File: src/rtl/xrw_periph.sv
// Responder on the xctrl rw bus: 16-word register file plus a PS/2 scancode FIFO.
// The STATUS/DATA/CTRL registers sit at PS2_BASE. Define XRW_IRQ_EN to add the CTRL ie bit and the irq output.
`ifndef DATA_W
`define DATA_W 16
`endif
`ifndef INT_ADDR_W
`define INT_ADDR_W 8
`endif

module xrw_periph #(
  parameter int          REGF_ADDR_W = 4,
  parameter int unsigned REGF_BASE   = 0,
  parameter int unsigned PS2_BASE    = 'h40,
  parameter int          FIFO_AW     = 3
) (
  input  logic                   clk,
  input  logic                   rst_n,
  input  logic                   rw_req,
  input  logic                   rw_rnw,
  input  logic [`INT_ADDR_W-1:0] rw_addr,
  input  logic [`DATA_W-1:0]     data_to_wr,
  output logic [`DATA_W-1:0]     data_to_rd,
  input  logic [7:0]             ps2_byte,
`ifdef XRW_IRQ_EN
  input  logic                   ps2_valid,
  output logic                   irq
`else
  input  logic                   ps2_valid
`endif
);

  localparam int          DW         = `DATA_W;
  localparam int          REGF_DEPTH = 2 ** REGF_ADDR_W;
  localparam int          FIFO_DEPTH = 2 ** FIFO_AW;
  localparam int unsigned REGF_END   = REGF_BASE + REGF_DEPTH;

  logic [DW-1:0]          regf [REGF_DEPTH];
  logic [7:0]             fifo_mem [FIFO_DEPTH];
  logic [FIFO_AW:0]       wr_ptr;
  logic [FIFO_AW:0]       rd_ptr;
  logic                   ovf;

  logic [31:0]            addr_ext;
  logic [REGF_ADDR_W-1:0] regf_idx;
  logic                   regf_hit;
  logic                   status_hit;
  logic                   data_hit;
  logic                   rd_cyc;
  logic                   wr_cyc;
  logic                   empty;
  logic                   full;
  logic                   do_pop;
  logic                   do_push;
  logic                   ovf_set;
  logic                   ovf_clr;
  logic [7:0]             head;

  assign addr_ext   = 32'(rw_addr);
  assign regf_hit   = (addr_ext >= REGF_BASE) && (addr_ext < REGF_END);
  assign regf_idx   = REGF_ADDR_W'(addr_ext - REGF_BASE);
  assign status_hit = (addr_ext == PS2_BASE);
  assign data_hit   = (addr_ext == PS2_BASE + 1);
  assign rd_cyc     = rw_req & rw_rnw;
  assign wr_cyc     = rw_req & ~rw_rnw;

  assign empty = (wr_ptr == rd_ptr);
  assign full  = (wr_ptr[FIFO_AW] != rd_ptr[FIFO_AW]) &&
                 (wr_ptr[FIFO_AW-1:0] == rd_ptr[FIFO_AW-1:0]);
  assign head  = empty ? 8'h00 : fifo_mem[rd_ptr[FIFO_AW-1:0]];

  // A pop in the same cycle frees a slot, so a push on a full FIFO is only lost without one.
  assign do_pop  = rd_cyc & data_hit & ~empty;
  assign do_push = ps2_valid & (~full | do_pop);
  assign ovf_set = ps2_valid & full & ~do_pop;
  assign ovf_clr = wr_cyc & status_hit & data_to_wr[2];

`ifdef XRW_IRQ_EN
  logic ie;
  logic ctrl_hit;

  assign ctrl_hit = (addr_ext == PS2_BASE + 2);

  always_ff @(posedge clk or negedge rst_n) begin
    if (!rst_n) begin
      ie  <= 1'b0;
      irq <= 1'b0;
    end else begin
      if (wr_cyc && ctrl_hit) ie <= data_to_wr[0];
      irq <= ie & ~empty;
    end
  end
`endif

  always_comb begin
    data_to_rd = '0;
    if (rd_cyc) begin
      if (regf_hit)        data_to_rd = regf[regf_idx];
      else if (status_hit) data_to_rd = DW'({ovf, full, ~empty});
      else if (data_hit)   data_to_rd = DW'(head);
`ifdef XRW_IRQ_EN
      else if (ctrl_hit)   data_to_rd = DW'(ie);
`endif
    end
  end

  always_ff @(posedge clk or negedge rst_n) begin
    if (!rst_n) begin
      for (int i = 0; i < REGF_DEPTH; i++) regf[i] <= '0;
    end else if (wr_cyc && regf_hit) begin
      regf[regf_idx] <= data_to_wr;
    end
  end

  // Storage is not reset; reset empties the FIFO through the pointers alone.
  always_ff @(posedge clk) begin
    if (do_push) fifo_mem[wr_ptr[FIFO_AW-1:0]] <= ps2_byte;
  end

  always_ff @(posedge clk or negedge rst_n) begin
    if (!rst_n) begin
      wr_ptr <= '0;
      rd_ptr <= '0;
      ovf    <= 1'b0;
    end else begin
      if (do_push) wr_ptr <= wr_ptr + 1'b1;
      if (do_pop)  rd_ptr <= rd_ptr + 1'b1;
      if (ovf_set)      ovf <= 1'b1;
      else if (ovf_clr) ovf <= 1'b0;
    end
  end

endmodule
File: config.mk
export PLATFORM = sky130hd
export DESIGN_NAME = xrw_periph
export DESIGN_NICKNAME = d
export VERILOG_FILES = /design/src/rtl/xrw_periph.sv
export SDC_FILE = /design/constraint.sdc
export NUM_CORES = 1
export LEC_CHECK = 0
export BUFFER_PORTS_ARGS = -buffer_cell sky130_fd_sc_hd__buf_2
export CORE_MARGIN = 2
export CORE_UTILIZATION = 60
export CTS_BUF_LIST = sky130_fd_sc_hd__clkbuf_4
export CTS_CLUSTER_DIAMETER = 40
export DETAILED_ROUTE_END_ITERATION = 10
export HOLD_SLACK_MARGIN = 0.08
export PLACE_DENSITY_LB_ADDON = 0.15
export SLEW_MARGIN = 15
export SYNTH_ARGS = -nofsm -noshare
export SYNTH_HDL_FRONTEND = slang
export SYNTH_SLANG_ARGS = --single-unit
File: constraint.sdc
create_clock -name clk -period 3.8 [get_ports clk]
set_input_delay 0.95 -clock clk [delete_from_list [all_inputs] [get_ports clk]]
set_output_delay 0.95 -clock clk [all_outputs]
set_load 0.02 [all_outputs]
### Yosys cells after proc, flatten, opt, wreduce, memory -nomap -nowiden

Memories as Yosys holds them, arrays and structs flattened.
Cells that the tools add are included.

* $add $sub $neg: 2
* magnitude comparators: 4
* equality and inequality tests: 5
* mux-type cells: 15
* bitwise gates (word level): 15
* reductions and logical operators: 5

Operator list (number)
* 256-bit bitwise mux: 1
* 16-bit two-way mux: 5
* 16-bit binary-select mux with 4-bit select: 1
* 16-bit demux with 4-bit select: 1
* 8-bit two-way mux: 3
* 8-bit by 7-bit equality test with 1-bit output (second input constant): 2
* 1-bit AND: 9
* 4-bit by 1-bit adder with 4-bit output (second input constant): 2
* 8-bit by 1-bit >= comparator with 1-bit output (second input constant): 1
* 8-bit by 5-bit < comparator with 1-bit output (second input constant): 1
* 5-bit >= comparator (second input constant): 1
* 5-bit by 1-bit < comparator with 1-bit output (second input constant): 1
* 4-bit NOT with 5-bit output: 1
* 4-bit equality test: 1
* 1-bit logical AND: 4
* 1-bit two-way mux: 4
* 1-bit NOT: 4
* 3-bit equality test: 1
* 2-bit nonzero test: 1
* 1-bit inequality test: 1
* 1-bit bitwise OR: 1

* flip-flop bits (word level): 265
* memory bits (writable): 64
* bits of input ports: 37
* output and inout bits: 16
* logic and storage cells: 66
* memories: 1

Memories
* fifo_mem: words 8, width 8, rd ports 1, clocked after Yosys merged registers in 0, write ports 1, line 38 `logic [7:0] fifo_mem [FIFO_DEPTH];`

### Longest topological paths before layout

* depth after elaboration: 7
* gate-level depth with buffers: 8
* gate-level depth less buffers: 5

### Least setup slack after synthesis

OpenSTA, ideal clock, no wires.

* kind: input to output
* start point: in rw_addr[0]
* end point: out data_to_rd[6]
* arrival time: 2.781 ns
* data required time: 2.850 ns
* slack: 0.069 ns
* stages on the path: 7
* buffers on the path: 3
* cells stage by stage: buf_2 > buf_4 > buf_2 > mux4_2 > mux2_2 > a21oi_1 > o21ai_0

* word-level cells in the longest chain between the ends: 6
* elaborated cells between the ends (all ways): 13
* those cells by class: order compare (2); eq/ne (2); mux (7); bitwise (1); reduce/logical (1)

RTL lines
* from (decl): line 20 `` input logic [`INT_ADDR_W-1:0] rw_addr, ``
* 4-bit NOT with 5-bit output (implied by the code): line 97 `if (regf_hit) data_to_rd = regf[regf_idx];`
* 16-bit binary-select mux with 4-bit select: line 97
* 16-bit two-way mux (implied by the code) (2 in series): line 97
* 16-bit two-way mux *: line 97
* 16-bit two-way mux *: line 96 `if (rd_cyc) begin`
* to (decl): line 22 `` output logic [`DATA_W-1:0] data_to_rd, ``

Mark *: on every way between the ends. The rest lies on a longest branch, timed or not. The select of a mux whose other input is x is not followed.

### Worst setup path after layout

* start point: reg wr_ptr[2]
* end point: out data_to_rd[0]

* word-level cells in the longest chain between the ends: 6
* elaborated cells between the ends (all ways): 7
* those cells by class: eq/ne (1); mux (5); bitwise (1)

RTL lines
* from (decl): line 39 `logic [FIFO_AW:0] wr_ptr;`
* from (signal assigned): line 125 `if (do_push) wr_ptr <= wr_ptr + 1'b1;`
* 4-bit equality test *: line 66 `assign empty = (wr_ptr == rd_ptr);`
* 8-bit two-way mux: line 69 `assign head = empty ? 8'h00 : fifo_mem[rd_ptr[FIFO_AW-1:0]];`
* 8-bit two-way mux: line 99 `else if (data_hit) data_to_rd = DW'(head);`
* 8-bit two-way mux *: line 98 `else if (status_hit) data_to_rd = DW'({ovf, full, ~empty});`
* 16-bit two-way mux *: line 97
* 16-bit two-way mux *: line 96

Mark *: on every way between the ends. The rest lies on a longest branch, timed or not.

==> results.json <==
{
  "status": "completed",
  "peakVddDrop_uv": 368.1,
  "drt-pass1-iter-count": 4,
  "crit_chain": "xor2_1 > nor4b_4 > a2111oi_1 > buf_4 > a211oi_1 > nor2_1 > buf_2",
  "maxCapViolCount": 0,
  "ctsRootBufferMaster": "clkbuf_4",
  "rows": 57,
  "crit_buf_inv": 2,
  "groute.usage.overall": 0.2705,
  "vias": 8506,
  "hold_violations": 0,
  "path_clk_slew_ns": 0.07,
  "grt_max_degree": 113,
  "dieArea_sq_um": 26000,
  "cts_max_path_buffers": 3,
  "slew_viol_final": 0,
  "drtIter0Drc": 697,
  "r2r-end": "fifo_mem[7][7]$_DFFE_PP_",
  "reg2regPathDepth": 5,
  "drcViolationCount": 0,
  "numCtsBuffers": 83,
  "max_stage_delay_ns": 0.48,
  "max_freq_ghz": 0.2687,
  "io_pins": 53,
  "fin_worst_skew_ns": 0.03702,
  "seq_area_frac_synth": 0.5766,
  "holdWs_ns": 0.3131,
  "final.period_utilization": 0.9794,
  "h-tree-depth": 3,
  "synth_nets": 927,
  "grt_pass1_vias": 9591,
  "overflow": 0,
  "n_fill_cell": 1637,
  "slew_headroom": 0.4099,
  "cts.sinks": 329,
  "crit_path_start_kind": "flip-flop",
  "p_per_area_nw_per_um2": 462.4,
  "hold_buffers": 0,
  "layout-drive-gt1-share": 0.5702,
  "cts_tree": "built",
  "yosys_register_bits": 329,
  "vias_per_cell": 6.106,
  "die_h_um": 161.2,
  "start_util": 0.6099,
  "final_util": 0.6931,
  "wl_per_cell_um": 23.90,
  "clock_latency_ns": 0.70,
  "synth_area_per_cell_sq_um": 16.70,
  "synthCells": 888,
  "worstPathRequired_ns": 2.85,
  "antenna_found_initial": 2,
  "crit_slowest_cell": "dfrtp_1",
  "synth.distinct_cells": 47,
  "async_flop_share": 0.8055,
  "min_path_type": "input port to asynchronous set/reset pin",
  "ant_nets": 0,
  "reg2reg_slack_ns": 1.36,
  "grt_pass1_wl_um": 53180,
  "nets": 1047,
  "syn2layout_area_growth_pct": 13.64,
  "synth_area_sq_um": 14830,
  "die_x_um": 161.2,
  "routed_wl_um": 33290,
  "place_congestion": 0.8236,
  "leakage_nw": 7.898,
  "crit_fanout": 10,
  "critical_path_arrival_ns": 2.77,
  "r2r_start": "rd_ptr[2]$_DFFE_PN0P_",
  "core_area_sq_um": 24320,
  "dpl.hpwl_um": 20620,
  "setup_viol_count_final": 0,
  "synth_flop_cell": "dfrtp_1",
  "worstSetupPathType": "flip-flop to output port",
  "tightest_slew_ns": 0.8852,
  "portBuffers": 52,
  "path_delay_family": "simple AND/OR/NAND/NOR gates",
  "synth_edf_count": 64,
  "yosys_warnings": 0,
  "min_period_ns": 3.722,
  "end_kind": "output port"
}
area by class of cell:
class	count	area [sq um]	share of cell area
inverter	3	11.26	0.0006681
clock inverter	20	211.5	0.01254
tap	324	405.4	0.02405
sequential	329	8557	0.5076
antenna	1	2.502	0.0001485
multi-input combinational	489	5967	0.3540
timing repair buffer	102	763.2	0.04528
clock buffer	125	938.4	0.05567
cell usage in the layout, fill, tap and decap left out, types with 7 or more instances in the layout:
cell      instances
dfrtp_1         262
buf_4            39
clkbuf_4        125
nor3_1            7
nor2b_1          13
mux2i_1          19
buf_12            8
nand2_1           7
buf_2            50
nor2_1            8
nand2_2          10
edfxtp_1         64
clkinv_1         13
mux2_2          264
mux4_2           82
flip-flops by register name, summed over array words and instances (netlist names):
register  flops
fifo_mem     64
ovf           1
rd_ptr        4
wr_ptr        4
regf        256
how the worst max path moves through the flow:
stage	startpoint	slack (ns)	cells after the start	to
detailed placement	rw_addr[0]	0.009	6	data_to_rd[8]
CTS	rw_addr[0]	0.006	6	data_to_rd[8]
finish	wr_ptr[2]$_DFFE_PN0P_	0.08	7	data_to_rd[0]
global placement	rw_addr[0]	0.01	9	data_to_rd[1]
floorplan	rw_addr[0]	0.07	7	data_to_rd[6]
global route	wr_ptr[2]$_DFFE_PN0P_	-0.06	6	data_to_rd[1]
report_power, final:
group          switching, mW  total (mW)  internal [mW]  leakage, nW
Clock                   1.40        3.23           1.83        0.675
Sequential             0.114        3.92           3.81         4.24
Combinational          0.356       0.644          0.289         2.98
metal layers:
metal / track usage / part of all wire
met1: 0.3577 / 0.42
met2: 0.4479 / 0.51
met3: 0.06138 / 0.050
met4: 0.09578 / 0.021
met5: 0 / 0.00030
synth_stat cells, types with 6 or more instances:
| cell type | n | area (sq um) |
|---|---|---|
| mux2_2 | 264 | 2973 |
| xor2_1 | 6 | 52.55 |
| nand2_2 | 10 | 62.56 |
| mux2i_1 | 19 | 190.2 |
| nor2b_1 | 14 | 87.58 |
| buf_4 | 10 | 75.07 |
| mux2_1 | 6 | 67.56 |
| mux4_2 | 82 | 1847 |
| buf_2 | 24 | 120.1 |
| nor3_1 | 7 | 35.03 |
| o22ai_1 | 6 | 37.54 |
| edfxtp_1 | 64 | 1922 |
| nor2_1 | 8 | 30.03 |
| dfrtp_1 | 265 | 6631 |
| nand3_1 | 6 | 30.03 |
| nand2_1 | 7 | 26.28 |
| clkbuf_1 | 24 | 90.09 |
worst reg2reg max path: cells and delay by family (launching register included):
kind                      cells  cell delay, ns
xor gates and xnor gates      1            0.33
buffers and inverters         1            0.39
and+or+nand+nor               2            0.38
AOI/OAI and AO/OA             1            0.45
DFF                           1            0.55
logic make-up after synthesis:
family          count (synthesis)  synth area share
xor+xnor                       10          0.005904
flops                         329            0.5766
compound gates                 26           0.01240
simple gates                   80           0.03652
mux                           371            0.3423
buf+inv                        70           0.02455
fa+ha+maj                       2          0.001687
through the flow:
stage          setup TNS [ns]  instances  worst slack, ns  area, sq um  power (mW)
2_1_floorplan               0        888          0.06898        14830       4.346
3_3_place_gp                0       1246          0.01460        15640       4.569
3_5_place_dp                0       1246         0.009073        15640       4.613
4_1_cts                     0       1392         0.005970        16800       7.858
5_1_grt               -0.1701       1393         -0.05794        16860       8.164
6_report                    0       1393          0.07827        16860       7.795
what timing repair did:
item,in CTS,in global routing
setup endpoints to repair,8,14
resized for setup,3,11
setup buffers,1,0
(Power assumes the default switching activity.)
